`config.mk`:
```
export PLATFORM = sky130hd
export DESIGN_NAME = pico_sim_flat
export DESIGN_NICKNAME = d
export VERILOG_FILES = /design/src/rtl/pico_sim_pkg.sv /design/src/rtl/pico_sim_if.sv /design/src/rtl/pico_sim.sv /design/src/flat_wrapper.sv
export SDC_FILE = /design/constraint.sdc
export NUM_CORES = 1
export LEC_CHECK = 0
export ABC_AREA = 1
export CAP_MARGIN = 30
export CORE_MARGIN = 8
export CORE_UTILIZATION = 45
export DETAILED_ROUTE_END_ITERATION = 8
export GPL_TIMING_DRIVEN = 0
export HOLD_SLACK_MARGIN = 0.15
export PLACE_DENSITY = 0.67
export SLEW_MARGIN = 20
export SYNTH_ARGS = -nofsm -noshare
export SYNTH_HDL_FRONTEND = slang
export SYNTH_SLANG_ARGS = --single-unit
```
`constraint.sdc`:
```
create_clock -name PicoClk -period 2.4 [get_ports PicoClk]
set_clock_uncertainty 0.15 [all_clocks]
set_input_delay 0.48 -clock PicoClk [delete_from_list [all_inputs] [get_ports PicoClk]]
set_output_delay 0.48 -clock PicoClk [all_outputs]
set_load 0.01 [all_outputs]
```
`src/rtl/pico_sim_pkg.sv`:
```
// Shared definitions for the PicoBus128 "hello world" register block.
// Holds bus widths, register byte offsets relative to the block base address,
// the default reg1 XOR key, and a small helper that derives a register
// index from its byte offset.
package pico_sim_pkg;

    localparam int PICO_DATA_W = 128;
    localparam int PICO_ADDR_W = 32;
    localparam int NUM_REGS    = 4;

    // Byte offsets of the four registers; each one occupies one 16-byte beat.
    localparam logic [PICO_ADDR_W-1:0] REG0_OFS = 32'h0000_0000;
    localparam logic [PICO_ADDR_W-1:0] REG1_OFS = 32'h0000_0010;
    localparam logic [PICO_ADDR_W-1:0] REG2_OFS = 32'h0000_0020;
    localparam logic [PICO_ADDR_W-1:0] REG3_OFS = 32'h0000_0030;

    localparam logic [PICO_DATA_W-1:0] DEFAULT_XOR_KEY =
        128'hdecafbad_12345678_87654321_deadbeef;

    typedef logic [PICO_DATA_W-1:0] pico_data_t;
    typedef logic [PICO_ADDR_W-1:0] pico_addr_t;

    // Beat index (address bits [31:4]) of a byte offset.
    function automatic logic [PICO_ADDR_W-5:0] beat_index(input pico_addr_t ofs);
        return ofs[PICO_ADDR_W-1:4];
    endfunction

endpackage

```
`src/rtl/pico_sim_if.sv`:
```
// PicoBus128 beat-level bus bundle.
// Signals:
//   PicoAddr    byte address of the current beat (16-byte aligned)
//   PicoDataIn  128-bit write data
//   PicoWr      write strobe, one beat per cycle
//   PicoRd      read strobe, one beat per cycle
//   PicoDataOut 128-bit read data, zero when the slave is not responding
// Modports: master (host bridge side), slave (register block side).
interface pico_sim_if;
    import pico_sim_pkg::*;

    pico_addr_t PicoAddr;
    pico_data_t PicoDataIn;
    logic       PicoWr;
    logic       PicoRd;
    pico_data_t PicoDataOut;

    modport master (
        output PicoAddr,
        output PicoDataIn,
        output PicoWr,
        output PicoRd,
        input  PicoDataOut
    );

    modport slave (
        input  PicoAddr,
        input  PicoDataIn,
        input  PicoWr,
        input  PicoRd,
        output PicoDataOut
    );

endinterface

```
`src/rtl/pico_sim.sv`:
```
// PicoBus128 slave register block.
// Four 128-bit registers on consecutive 16-byte beats starting at BASE_ADDR:
//   +0x00 reg0 stores the inverted write data
//   +0x10 reg1 stores write data XOR XOR_KEY
//   +0x20 reg2 stores write data unchanged
//   +0x30 reg3 read-only 32-bit count of write beats hitting this block
// Reads are registered with one cycle of latency; PicoDataOut is zero in any
// cycle that does not follow a read hit, so several slaves can be OR-ed.
// Ports:
//   PicoClk  clock, all logic on the rising edge
//   PicoRst  synchronous active-high reset
//   bus      pico_sim_if slave modport (address, data, strobes, read data)
module pico_sim
    import pico_sim_pkg::*;
#(
    parameter pico_addr_t BASE_ADDR = 32'h0000_0000,
    parameter pico_data_t XOR_KEY   = DEFAULT_XOR_KEY
) (
    input  logic        PicoClk,
    input  logic        PicoRst,
    pico_sim_if.slave   bus
);

    localparam int IDX_W = PICO_ADDR_W - 4;

    // One-hot decode of which register the current beat addresses. The low
    // address nibble selects a byte inside the beat and is ignored.
    logic [NUM_REGS-1:0] hit;

    generate
        for (genvar gi = 0; gi < NUM_REGS; gi++) begin : g_decode
            localparam logic [IDX_W-1:0] REG_IDX =
                beat_index(BASE_ADDR) + IDX_W'(gi);
            assign hit[gi] = (bus.PicoAddr[PICO_ADDR_W-1:4] == REG_IDX);
        end
    endgenerate

    logic unused_addr_bits;
    assign unused_addr_bits = ^bus.PicoAddr[3:0];

    pico_data_t  reg0_reg, reg0_next;
    pico_data_t  reg1_reg, reg1_next;
    pico_data_t  reg2_reg, reg2_next;
    logic [31:0] count_reg, count_next;
    pico_data_t  data_out_reg, data_out_next;

    logic wr_hit;
    assign wr_hit = bus.PicoWr && (|hit);

    always_comb begin
        reg0_next  = reg0_reg;
        reg1_next  = reg1_reg;
        reg2_next  = reg2_reg;
        count_next = count_reg;

        if (bus.PicoWr && hit[0]) reg0_next = ~bus.PicoDataIn;
        if (bus.PicoWr && hit[1]) reg1_next = bus.PicoDataIn ^ XOR_KEY;
        if (bus.PicoWr && hit[2]) reg2_next = bus.PicoDataIn;
        // Writes to reg3 carry no data but still count as a beat.
        if (wr_hit)               count_next = count_reg + 32'd1;
    end

    // Read mux works off the current (pre-write) register values, so a read
    // and write of the same register in one cycle returns the old contents.
    always_comb begin
        data_out_next = '0;
        if (bus.PicoRd) begin
            if (hit[0])      data_out_next = reg0_reg;
            else if (hit[1]) data_out_next = reg1_reg;
            else if (hit[2]) data_out_next = reg2_reg;
            else if (hit[3]) data_out_next = {{(PICO_DATA_W-32){1'b0}}, count_reg};
        end
    end

    always_ff @(posedge PicoClk) begin
        if (PicoRst) begin
            reg0_reg     <= '0;
            reg1_reg     <= '0;
            reg2_reg     <= '0;
            count_reg    <= '0;
            data_out_reg <= '0;
        end else begin
            reg0_reg     <= reg0_next;
            reg1_reg     <= reg1_next;
            reg2_reg     <= reg2_next;
            count_reg    <= count_next;
            data_out_reg <= data_out_next;
        end
    end

    assign bus.PicoDataOut = data_out_reg;

endmodule

```
`src/flat_wrapper.sv`:
```
// flat-port wrapper written by rule: the top's interface ports become plain ports
module pico_sim_flat import pico_sim_pkg::*;
#(
    parameter pico_addr_t BASE_ADDR = 32'h0000_0000,
    parameter pico_data_t XOR_KEY   = DEFAULT_XOR_KEY
)
  (PicoClk, PicoRst, bus_PicoAddr, bus_PicoDataIn, bus_PicoWr, bus_PicoRd, bus_PicoDataOut);
  pico_sim_if bus_i ();
  input  logic PicoClk;
  input  logic PicoRst;
  input wire logic [$bits(bus_i.PicoAddr)-1:0] bus_PicoAddr;
  input wire logic [$bits(bus_i.PicoDataIn)-1:0] bus_PicoDataIn;
  input wire logic [$bits(bus_i.PicoWr)-1:0] bus_PicoWr;
  input wire logic [$bits(bus_i.PicoRd)-1:0] bus_PicoRd;
  output wire logic [$bits(bus_i.PicoDataOut)-1:0] bus_PicoDataOut;
  assign bus_i.PicoAddr = bus_PicoAddr;
  assign bus_i.PicoDataIn = bus_PicoDataIn;
  assign bus_i.PicoWr = bus_PicoWr;
  assign bus_i.PicoRd = bus_PicoRd;
  assign bus_PicoDataOut = bus_i.PicoDataOut;
  pico_sim #(.BASE_ADDR(BASE_ADDR), .XOR_KEY(XOR_KEY)) u_core (.PicoClk(PicoClk), .PicoRst(PicoRst), .bus(bus_i));
endmodule
```
==> flow_metrics.env, run 1 <==
export IMPL_grt_overflow=0
export IMPL_clockBufferDepth=3
export IMPL_failed_checks="negative setup slack"
export IMPL_synth_top_area_share_pct=49.9
export IMPL_min_period_ns=2.40
export IMPL_die_area_um2=55800
export IMPL_synth_net_count=3056
export IMPL_grt_setup_unrepaired="true"
export IMPL_synthTopCellsByArea="dfxtp_1 (50%), a21oi_1 (13%), nand2_1 (9.0%), o21ai_0 (6.4%), inv_1 (5.6%)"
export IMPL_nFillCells=4439
export IMPL_syn_to_final_growth_pct=26.2
export IMPL_synthXorXnorAreaFrac_pct=0.602
export IMPL_worstPathCellList="clkdlybuf4s50_1, nor2_1, and2_1, nand2_2, nor2_4, buf_12, nand2_4, buf_4, clkbuf_1, nand2_1, a21oi_1"
export IMPL_layout_common_cells="a21oi_1 (564), dfxtp_1 (544), nand2_1 (522), inv_1 (328), clkdlybuf4s50_1 (285)"
export IMPL_syn_inst=2891
export IMPL_worst_path_buf_inv=4
export IMPL_cts_sinks=544
export IMPL_vias_per_cell=5.37
export IMPL_yosys_area_share_simple_pct=15.1
export IMPL_cts_tree="built"
export IMPL_ys_ff_latch=544
export IMPL_ys_types=29
export IMPL_crit_slowest_cell="clkdlybuf4s50_1"
export IMPL_path_clk_slew_ns=0.06
export IMPL_ant_nets=0
export IMPL_start_kind="input port"
export IMPL_grt_max_degree=15
export IMPL_crit_fanout=10
export IMPL_setup_viol=1
export IMPL_dr_total_vias=20900
export IMPL_drt_initial_drc_count=1927
export IMPL_gp_congestion=0.895
export IMPL_synth_edff_count=0
export IMPL_period_share_pct=100
export IMPL_leakage_uw=0.0116
export IMPL_hold_class="reg2reg"
export IMPL_yosysTopAreaCell="dfxtp_1"
export IMPL_crit_family="buffers and inverters"
export IMPL_rows=80
export IMPL_fp_dieH_um=236
export IMPL_max_cap_violations=0
export IMPL_io_pins=292
export IMPL_synth_compound_area_share_pct=23.9
export IMPL_critPathRequiredTime_ns=2.77
export IMPL_drc=0
export IMPL_cts_max_level=2
export IMPL_tns_ns=-0.00241
export IMPL_p_total_uw=18900
export IMPL_end_kind="register"
export IMPL_postPlaceCellArea_um2=25400
export IMPL_relSlewSlack_pct=31.8
export IMPL_die_w_um=236
export IMPL_worstSkewPairLatency_ns=0.61
export IMPL_cts_root_buf="clkbuf_16"
export IMPL_synthAdderAreaFrac_pct=0.0574
export IMPL_syn_area_per_cell_um2=7.55
export IMPL_async_flop_share_pct=0
export IMPL_hold_violations=0
export IMPL_antenna_found_initial=2
export IMPL_critPathKind="in2reg"
export IMPL_core_um2=47800
export IMPL_wl_per_cell_um=18.5
export IMPL_crit_arrival_ns=2.77
export IMPL_design_area_um2=27500
export IMPL_wl_um=72000
export IMPL_fmax_mhz=416
export IMPL_synth_top_family_by_area="compound AO/OA/AOI/OAI gates"
export IMPL_start_util_pct=45.6
export IMPL_nNetsFinal=3402
export IMPL_dr_pass1_iters=8
export IMPL_cts_buffers=56
export IMPL_io_buffers=285
export IMPL_place_hpwl_um=52500
export IMPL_grtUsageTotal_pct=24.8
export IMPL_slew_violations=0
export IMPL_setup_slack_ns=-0.00241
export IMPL_final_common_cell="a21oi_1"
export IMPL_grt_pass1_wl_um=113000
export IMPL_status="complete, but fails checks"
export IMPL_yosysSeqAreaShare_pct=49.9
export IMPL_tightest_slew_ns=1.02
export IMPL_synth_cell_area_um2=21800
export IMPL_grt_pass1_vias=20300
export IMPL_place_ws_ns=-1.02
export IMPL_synth_ff_type="dfxtp_1"
export IMPL_ys_warn_count=0
export IMPL_muxShareOfSynthArea_pct=0
export IMPL_drive_above_1_share_pct=9.63
export IMPL_cpPeakStageDelay_ns=0.46
export IMPL_ir_drop_v=0.000512
export IMPL_power_density_nw_per_um2=687
[worst paths after layout]
path | startpoint | endpoint | slack, ns | cells after the start
worst min-delay path | u_core.reg2_reg[108]$_SDFFE_PP0P_ | u_core.reg2_reg[108]$_SDFFE_PP0P_ | 0.30 | 2
worst max-delay path | bus_PicoAddr[31] | u_core.reg0_reg[26]$_SDFFE_PP0P_ | -0.002 | 11
worst max register to register | u_core.count_reg[0]$_SDFFE_PP0P_ | u_core.count_reg[12]$_SDFFE_PP0P_ | 0.20 | 8
worst min register to register | u_core.reg2_reg[108]$_SDFFE_PP0P_ | u_core.reg2_reg[108]$_SDFFE_PP0P_ | 0.30 | 2
[synth_stat cells, types with 2 or more instances]
library cell / n
buf_4: 9
o21ai_1: 71
clkbuf_1: 87
inv_2: 3
nor2_4: 2
xor2_1: 11
a31o_1: 3
nand3b_1: 14
a21oi_1: 564
o21ai_0: 278
nand3_1: 145
buf_6: 7
a21oi_2: 70
nor2_1: 105
buf_2: 108
dfxtp_1: 544
buf_1: 2
nand2_2: 2
nor2_2: 4
inv_1: 328
nand2_1: 523
xnor2_1: 4
[routing by layer]
layer / vias up / GRT usage (%) / wire [um]
met2: 838 / 41.1 / 34000
met5: - / 0 / 10
met3: 110 / 4.47 / 5640
met1: 9901 / 32.5 / 30700
li1: 10100 / - / -
met4: 2 / 8.07 / 1710
[logic make-up after synthesis]
family	count (synthesis)
buffers and inverters	547
adder cells (fa/ha/maj)	1
AND/OR/NAND/NOR	798
flip-flops	544
XOR/XNOR	15
AO/OA/AOI/OAI	986
[tightest hold or removal path: stages, from the launching register on]
cell and delay, ns:
dfxtp_1 0.30, inv_1 0.05, a21oi_1 0.05
[power breakdown]
group	internal, uW	leakage, uW	switching, uW
combinational	319	0.00629	435
clock	5440	0.000956	3690
sequential	9030	0.00438	0.0000164
[what timing repair did]
| action | CTS | global route |
|---|---|---|
| hold endpoints to repair | 0 | 0 |
| hold buffers | 0 | 0 |
| pin swaps | 0 | 2 |
| resized for setup | 13 | 31 |
| setup endpoints to repair | 229 | 393 |
| buffers inserted | 0 | 4 |
[stage by stage]
| step | utilization [%] | hold WS, ns | std cells |
|---|---|---|---|
| floorplan | - | 0.275 | 2891 |
| CTS | 57.3 | 0.283 | 3894 |
| finish | 57.5 | 0.296 | 3898 |
| global placement | 53.2 | 0.283 | 3791 |
| global route | 57.5 | 0.312 | 3898 |
| detailed placement | 53.2 | 0.290 | 3791 |
[layout make-up]
| class | count | area (um2) | share of cell area [%] |
|---|---|---|---|
| Buffer | 214 | 1110 | 4.02 |
| Clock buffer | 82 | 1660 | 6.04 |
| Tap cell | 615 | 769 | 2.80 |
| Clock inverter | 21 | 283 | 1.03 |
| Multi-Input combinational cell | 1800 | 8670 | 31.5 |
| Inverter | 332 | 1250 | 4.54 |
| Antenna cell | 1 | 2.50 | 0.00909 |
| Sequential cell | 544 | 10900 | 39.6 |
| Timing Repair Buffer | 289 | 2900 | 10.5 |
No activity file was read; power rests on OpenSTA's default activity.
==> run 2: changes to the inputs <==
--- a/config.mk
+++ b/config.mk
@@ -7,7 +7,6 @@
 export LEC_CHECK = 0
 export ABC_AREA = 1
 export CAP_MARGIN = 30
-export CORE_MARGIN = 8
 export CORE_UTILIZATION = 45
 export DETAILED_ROUTE_END_ITERATION = 8
 export GPL_TIMING_DRIVEN = 0
==> flow_metrics.env, run 2 (synthesized netlist as in run 1, its figures left out) <==
export IMPL_clockBufferDepth=3
export IMPL_fmax_mhz=425
export IMPL_die_area_um2=49400
export IMPL_ant_nets=0
export IMPL_grt_pass1_vias=19900
export IMPL_grt_max_degree=15
export IMPL_relSlewSlack_pct=46.3
export IMPL_tightest_slew_ns=0.805
export IMPL_antenna_found_initial=5
export IMPL_critPathRequiredTime_ns=2.79
export IMPL_core_um2=47700
export IMPL_cts_buffers=57
export IMPL_hold_violations=0
export IMPL_start_util_pct=45.7
export IMPL_power_clock_fraction_pct=48.8
export IMPL_grt_overflow=0
export IMPL_rows=80
export IMPL_leakage_uw=0.0117
export IMPL_cts_max_level=2
export IMPL_cts_tree="built"
export IMPL_internal_power_uw=15000
export IMPL_grt_setup_unrepaired="true"
export IMPL_drt_initial_drc_count=1841
export IMPL_p_sw_share_pct=21.7
export IMPL_crit_fanout=10
export IMPL_place_hpwl_um=51000
export IMPL_tns_ns=0
export IMPL_slew_violations=0
export IMPL_p_total_uw=19100
export IMPL_io_buffers=285
export IMPL_setup_viol=0
export IMPL_die_w_um=222
export IMPL_vias_per_cell=5.34
export IMPL_drc=0
export IMPL_p_sw_uw=4130
export IMPL_power_density_nw_per_um2=692
export IMPL_min_period_ns=2.35
export IMPL_hold_class="reg2reg"
export IMPL_path_clk_slew_ns=0.06
export IMPL_final_common_cell="a21oi_1"
export IMPL_critPathKind="in2reg"
export IMPL_cts_root_buf="clkbuf_16"
export IMPL_layout_common_cells="a21oi_1 (564), dfxtp_1 (544), nand2_1 (521), inv_1 (328), clkdlybuf4s50_1 (285)"
export IMPL_start_kind="input port"
export IMPL_dpl_cell_count=3794
export IMPL_nNetsFinal=3406
export IMPL_dr_pass1_iters=6
export IMPL_whs_ns=0.296
export IMPL_fp_dieH_um=222
export IMPL_worstSkewPairLatency_ns=0.61
export IMPL_combPwrFrac_pct=4.0
export IMPL_status="finished, final reports clean"
export IMPL_dr_total_vias=20900
export IMPL_drive_above_1_share_pct=9.86
export IMPL_io_pins=292
export IMPL_wl_per_cell_um=18.0
export IMPL_pwr_share_seq_pct=47.3
export IMPL_end_kind="register"
export IMPL_max_cap_violations=0
export IMPL_ctsHoldBuffers=0
export IMPL_grtUsageTotal_pct=27.5
export IMPL_nFillCells=4358
export IMPL_gp_congestion=0.912
export IMPL_fin_cells=3904
export IMPL_period_share_pct=98.0
export IMPL_grt_pass1_wl_um=109000
export IMPL_cts_sinks=544
export IMPL_syn_to_final_growth_pct=26.6
export IMPL_crit_arrival_ns=2.74
export IMPL_ir_drop_v=0.000602
export IMPL_wl_um=70100
[run 2: path summary, 6_finish.rpt]
path | startpoint | to | slack (ns) | cells after the start
setup / recovery | bus_PicoAddr[25] | u_core.bus.PicoDataOut[110]$_SDFF_PP0_ | 0.05 | 13
hold / removal | u_core.reg2_reg[118]$_SDFFE_PP0P_ | u_core.reg2_reg[118]$_SDFFE_PP0P_ | 0.30 | 2
setup reg to reg | u_core.count_reg[0]$_SDFFE_PP0P_ | u_core.count_reg[16]$_SDFFE_PP0P_ | 0.24 | 8
hold reg to reg | u_core.reg2_reg[118]$_SDFFE_PP0P_ | u_core.reg2_reg[118]$_SDFFE_PP0P_ | 0.30 | 2
[run 2: power by group through the flow]
| stage | combinational [uW] | clock, uW | sequential, uW |
|---|---|---|---|
| CTS | 744 | 9430 | 9030 |
| global placement | 729 | 0 | 9230 |
| floorplan | 289 | 0 | 9230 |
| global route | 810 | 9800 | 9020 |
| detailed placement | 738 | 0 | 9230 |
| finish | 755 | 9310 | 9030 |
[run 2: critical path: stages]
cell	delay [ns]
clkdlybuf4s50_1	0.40
nor2_1	0.13
nand2_1	0.06
nor2_1	0.18
nand2_4	0.16
nor2_4	0.26
buf_4	0.17
clkbuf_4	0.25
buf_2	0.28
a21oi_1	0.06
o21ai_0	0.11
nand2_1	0.08
inv_1	0.10
[run 2: repair_timing]
action,in CTS,in global routing
resized for setup,8,39
pin swaps,1,2
endpoints found under the hold margin,0,0
setup endpoints to repair,144,419
setup buffers,0,3
[run 2: final cells by class]
cell class	instances	area (um2)	area share (%)
Clock inverter	21	277	1.00
Antenna cell	4	10.0	0.0363
Multi-Input combinational cell	1800	8670	31.4
Tap cell	615	769	2.79
Timing Repair Buffer	291	2910	10.6
Buffer	215	1110	4.01
Sequential cell	544	10900	39.4
Inverter	332	1250	4.51
Clock buffer	82	1720	6.24
[run 2: layer usage]
layer	GRT usage [%]	vias to the layer above	share of wire [%]
met4	11.1	2	3.3
met5	0	-	0.019
met2	45.1	804	46
met1	36.3	9809	44
li1	-	10100	-
met3	4.06	144	6.7
[run 2: through the flow]
step	utilization, %	worst slack (ns)	instance area, um2
after global placement	53.3	-1.00	25400
final	57.8	0.0484	27600
after floorplan	-	0.444	21800
after CTS	57.6	0.0116	27500
after detailed placement	53.4	-1.01	25500
after global routing	57.8	-0.0202	27600
==> run 3: changes to the inputs <==
--- a/config.mk
+++ b/config.mk
@@ -7,7 +7,10 @@
 export LEC_CHECK = 0
 export ABC_AREA = 1
 export CAP_MARGIN = 30
+export CORE_MARGIN = 2
 export CORE_UTILIZATION = 45
+export CTS_CLUSTER_DIAMETER = 80
+export CTS_CLUSTER_SIZE = 16
 export DETAILED_ROUTE_END_ITERATION = 8
 export GPL_TIMING_DRIVEN = 0
 export HOLD_SLACK_MARGIN = 0.15
==> flow_metrics.env, run 3 (synthesized netlist as in run 1, its figures left out) <==
export IMPL_grt_pass1_vias=20100
export IMPL_grt_overflow=0
export IMPL_reg2reg_slack_ns=0.20
export IMPL_die_w_um=224
export IMPL_syn_to_final_growth_pct=22.7
export IMPL_nNetsFinal=3387
export IMPL_grt_pass1_wl_um=108000
export IMPL_setup_slack_ns=0.113
export IMPL_place_ws_ns=-1.01
export IMPL_drc=0
export IMPL_final_common_cell="a21oi_1"
export IMPL_drt_initial_drc_count=1877
export IMPL_hold_violations=0
export IMPL_whs_endpoint="u_core.reg2_reg[108]$_SDFFE_PP0P_"
export IMPL_ctsHoldBuffers=0
export IMPL_cts_buffers=40
export IMPL_dpl_cell_count=3792
export IMPL_period_share_pct=95.3
export IMPL_gp_congestion=0.939
export IMPL_critPathRequiredTime_ns=2.72
export IMPL_fp_dieH_um=224
export IMPL_r2r_end="u_core.count_reg[16]$_SDFFE_PP0P_"
export IMPL_tightest_slew_ns=0.787
export IMPL_fin_cells=3843
export IMPL_antenna_found_initial=2
export IMPL_power_density_nw_per_um2=605
export IMPL_end_kind="register"
export IMPL_place_hpwl_um=51300
export IMPL_setup_viol=0
export IMPL_grt_setup_unrepaired="true"
export IMPL_cts_tree="built"
export IMPL_dr_pass1_iters=6
export IMPL_critPathKind="in2reg"
export IMPL_min_delay_start="u_core.reg2_reg[108]$_SDFFE_PP0P_"
export IMPL_rows=80
export IMPL_use_met2_pct=44.3
export IMPL_drive_above_1_share_pct=8.65
export IMPL_nFillCells=4520
export IMPL_postPlaceCellArea_um2=25500
export IMPL_wl_um=70200
export IMPL_max_cap_violations=0
export IMPL_wl_per_cell_um=18.3
export IMPL_grtUsageTotal_pct=27.2
export IMPL_status="finished, final reports clean"
export IMPL_layout_common_cells="a21oi_1 (564), dfxtp_1 (544), nand2_1 (520), inv_1 (328), clkdlybuf4s50_1 (285)"
export IMPL_io_pins=292
export IMPL_dr_total_vias=20600
export IMPL_r2r_start="u_core.count_reg[0]$_SDFFE_PP0P_"
export IMPL_vias_per_cell=5.36
export IMPL_cts_sinks=544
export IMPL_hold_class="reg2reg"
export IMPL_crit_arrival_ns=2.60
export IMPL_ant_nets=0
export IMPL_start_kind="input port"
export IMPL_grt_max_degree=17
export IMPL_leakage_uw=0.0112
export IMPL_design_area_um2=26800
export IMPL_crit_fanout=10
export IMPL_grt_busiest_layer="met2"
export IMPL_slew_violations=0
export IMPL_r2r_cells=8
export IMPL_grt_use_met3_pct=3.88
export IMPL_fmax_mhz=437
export IMPL_path_clk_slew_ns=0.07
export IMPL_relSlewSlack_pct=47.5
export IMPL_clockBufferDepth=3
export IMPL_die_area_um2=50300
export IMPL_min_period_ns=2.29
export IMPL_ir_drop_v=0.000486
export IMPL_io_buffers=285
export IMPL_met1_usage_pct=36.1
export IMPL_cts_max_level=2
export IMPL_start_util_pct=45.7
export IMPL_worstSkewPairLatency_ns=0.58
export IMPL_cts_root_buf="clkbuf_16"
export IMPL_core_um2=47700
export IMPL_min_path_cells=2
==> run 3: critical path, stage by stage <==
cell,delay (ns)
clkdlybuf4s50_1,0.40
nor2_1,0.11
nand2_1,0.07
nor2_2,0.15
nand2_4,0.14
nor2_4,0.28
buf_4,0.17
clkbuf_4,0.25
buf_2,0.28
a21oi_1,0.10
nand2_1,0.10
inv_1,0.05
==> run 3: final cells by class <==
cell class                      instances  area [um2]  area share, %
Tap cell                              615         769           2.87
Multi-Input combinational cell       1800        8690           32.4
Buffer                                215        1170           4.38
Clock buffer                           43        1050           3.94
Clock inverter                          4        60.1          0.224
Timing Repair Buffer                  289        2890           10.8
Inverter                              332        1250           4.66
Antenna cell                            1        2.50        0.00935
Sequential cell                       544       10900           40.7
==> run 3: worst max-delay path by stage <==
stage / from / endpoint / slack [ns]
finish: bus_PicoAddr[27] / u_core.bus.PicoDataOut[103]$_SDFF_PP0_ / 0.11
global route: bus_PicoAddr[9] / u_core.reg1_reg[17]$_SDFFE_PP0P_ / -0.05
CTS: bus_PicoAddr[5] / u_core.count_reg[22]$_SDFFE_PP0P_ / 0.002
detailed placement: bus_PicoAddr[27] / u_core.reg0_reg[101]$_SDFFE_PP0P_ / -1.01
global placement: bus_PicoAddr[27] / u_core.reg0_reg[101]$_SDFFE_PP0P_ / -0.99
floorplan: bus_PicoAddr[19] / u_core.reg2_reg[30]$_SDFFE_PP0P_ / 0.44
==> run 3: per-layer routing <==
layer | wire [um] | vias to the layer above
met5 | 13 | -
met4 | 2360 | 2
met3 | 4790 | 131
met2 | 32600 | 763
met1 | 30400 | 9670
li1 | - | 10000
==> run 3: repair_timing <==
action / CTS / global route
resized for setup: 13 / 80
pin swaps: 2 / 6
setup endpoints to repair: 377 / 465
setup buffers: 3 / 0
==> run 3: report_power, final <==
part | leakage, uW | internal [uW] | switching, uW
Clock | 0.000548 | 3230 | 3190
Sequential | 0.00438 | 9020 | 0.0000164
Combinational | 0.00632 | 321 | 437
Total | 0.0112 | 12600 | 3630
==> run 3: stage by stage <==
step / util (%) / power (uW) / hold WS [ns] / TNS [ns]
after floorplan: - / 9520 / 0.275 / 0
after global placement: 53.3 / 9960 / 0.283 / -340.53
after detailed placement: 53.3 / 9970 / 0.289 / -369.87
after CTS: 55.8 / 16300 / 0.300 / 0
after global routing: 56.1 / 16700 / 0.316 / -0.638
final: 56.1 / 16200 / 0.299 / 0
==> edit, RTL diff (settings of run 1) <==
The package constant `NUM_REGS` goes from 4 to 8.
--- a/src/rtl/pico_sim_pkg.sv
+++ b/src/rtl/pico_sim_pkg.sv
@@ -6,7 +6,7 @@
 
     localparam int PICO_DATA_W = 128;
     localparam int PICO_ADDR_W = 32;
-    localparam int NUM_REGS    = 4;
+    localparam int NUM_REGS    = 8;
 
     // Byte offsets of the four registers; each one occupies one 16-byte beat.
     localparam logic [PICO_ADDR_W-1:0] REG0_OFS = 32'h0000_0000;
Formal check against the unedited RTL: not equivalent (Yosys sat finds a counterexample within 4 cycles, from zero or initial values and one cycle with PicoRst high).
==> edit against run 1 <==
  * Cell area is essentially flat
  * Sequential cell count is the same
  * Area after synthesis shrank 0.83%
  * Worst setup slack gained 0.063 ns
  * Count of clock-buffer cells in the layout grew 2
  * Core utilization grew 0.26 points
  * Power grew 1.2%
  * Routed wire length grew 9.3%
  * Highest routed layer is now met4
==> edit: results (changes against run 1) <==
| Metric | Value |
|---|---|
| Metal-1 WL | 33600 um (+9.5%) |
| GP Congestion | 0.902 (+0.87%) |
| Initial DRC count | 2193 (+14%) |
| Top post-synthesis cells by area | dfxtp_1, a21oi_1, nand2_1 |
| Fillers | 4384 (-1.2%) |
| Post-synthesis sequential area ratio | 0.503 (+0.00419) |
| R2R Path Start | u_core.count_reg[0]$_SDFFE_PP0P_ |
| Status | finished clean |
| Met3 Track Usage GR | 0.0517 (+0.00708) |
| Worst-path clk slew | 0.06 ns (about the same) |
| DP Area | 25300 um^2 (-0.68%) |
| Hold WS | 0.293 ns (-0.00277 ns) |
| Maximum clock rate | 427 MHz (+2.7%) |
| CP Capture Point | u_core.reg0_reg[39]$_SDFFE_PP0P_ |
| Leakage | 10.9 nW (-6.4%) |
| Post-Synthesis Cells | 2754 (-4.7%) |
| Max layer used | met4 |
| Worst hold path type | input port to register |
| Final #Nets | 3270 (-3.9%) |
| WL per Instance | 20.9 um (+13%) |
| P_comb | 0.000759 W (+0.7%) |
| Relative slew slack | 0.322 (+0.00386) |
| Vias in the first global route | 20712 (+1.9%) |
| Root Driver | clkbuf_16 |
| Register-to-register setup slack | 0.21 ns |
| Dpl ws | -1.10 ns (-0.0843 ns) |
| Ys async rst share | 0 (unchanged) |
| Worst Reg-to-Reg Cells | 8 (unchanged) |
| Fraction of layout cells with a size suffix above 1 | 0.0921 (-0.00419) |
| Initial antenna violation count | 0 (-2) |
| VDD IR-drop max | 629 uV (+23%) |
| Vias per std cell | 5.69 (+5.9%) |
| Dpl cells | 3655 (-3.6%) |
| Synth Net Count | 2919 (-4.5%) |
| Final TNS setup | 0 ns (+0.00241 ns) |
| Top cell family by delay on the critical path | buffers and inverters |
| Met3 wire len | 6750 um (+20%) |
| Met2 Usage GRT | 0.431 (+0.0199) |
| Met1 Use GR | 0.358 (+0.0327) |
| Syn. warnings | 0 (unchanged) |
| WL met2 | 35900 um (+5.7%) |
| Peak per-stage delay on the critical path | 0.61 ns (+0.15 ns) |
| First-pass GRT wire length | 120000 um (+5.9%) |
| Crit path launch | bus_PicoWr |
| Total GRT Usage | 0.269 (+0.0213) |
| Yosys cell types | 33 (+14%) |
| FF-to-FF End | u_core.count_reg[16]$_SDFFE_PP0P_ |
| Final HPWL DP | 56000 um (+6.6%) |
| Critical path arrival | 2.74 ns (-0.03 ns) |
| Hold path start | bus_PicoDataIn[28] |
| Switch share | 0.217 (-0.00100) |
| Hold Path Sink | u_core.reg1_reg[28]$_SDFFE_PP0P_ |
| Commonest cells post-synth | dfxtp_1, nand2_1, a21oi_1, inv_1, o21ai_0 |
| PortBufs | 286 (+0.35%) |
| DRT Pass-1 Iters | 5 (-3) |
| Part of the power in registers | 0.472 (-0.005) |
| Final std cells w/o fill | 3764 (-3.4%) |
| Antenna fix cells | 0 (-1) |
==> edit: logic make-up after synthesis <==
kind of cell	after synthesis	synth area share
buffers and inverters	524	0.102
AND/OR/NAND/NOR	773	0.151
adder cells (fa/ha/maj)	1	0.000578
AO/OA/AOI/OAI	897	0.237
flip-flops	544	0.503
XOR/XNOR	15	0.00607
==> edit: layout make-up <==
cell class / count / area (um^2) / share of cell area
clock inverter: 18 / 258 / 0.00936
sequential: 544 / 10900 / 0.396
multi-input combinational: 1686 / 8610 / 0.313
buffer: 222 / 1190 / 0.0431
clock buffer: 84 / 1750 / 0.0635
tap: 615 / 769 / 0.0279
timing repair buffer: 293 / 2930 / 0.106
inverter: 302 / 1140 / 0.0415
==> edit: timing repair <==
item                                    CTS  global route
setup buffers                             5             2
gates resized for setup                  31            56
pin swaps                                 5             5
endpoints found under the setup margin  390           421
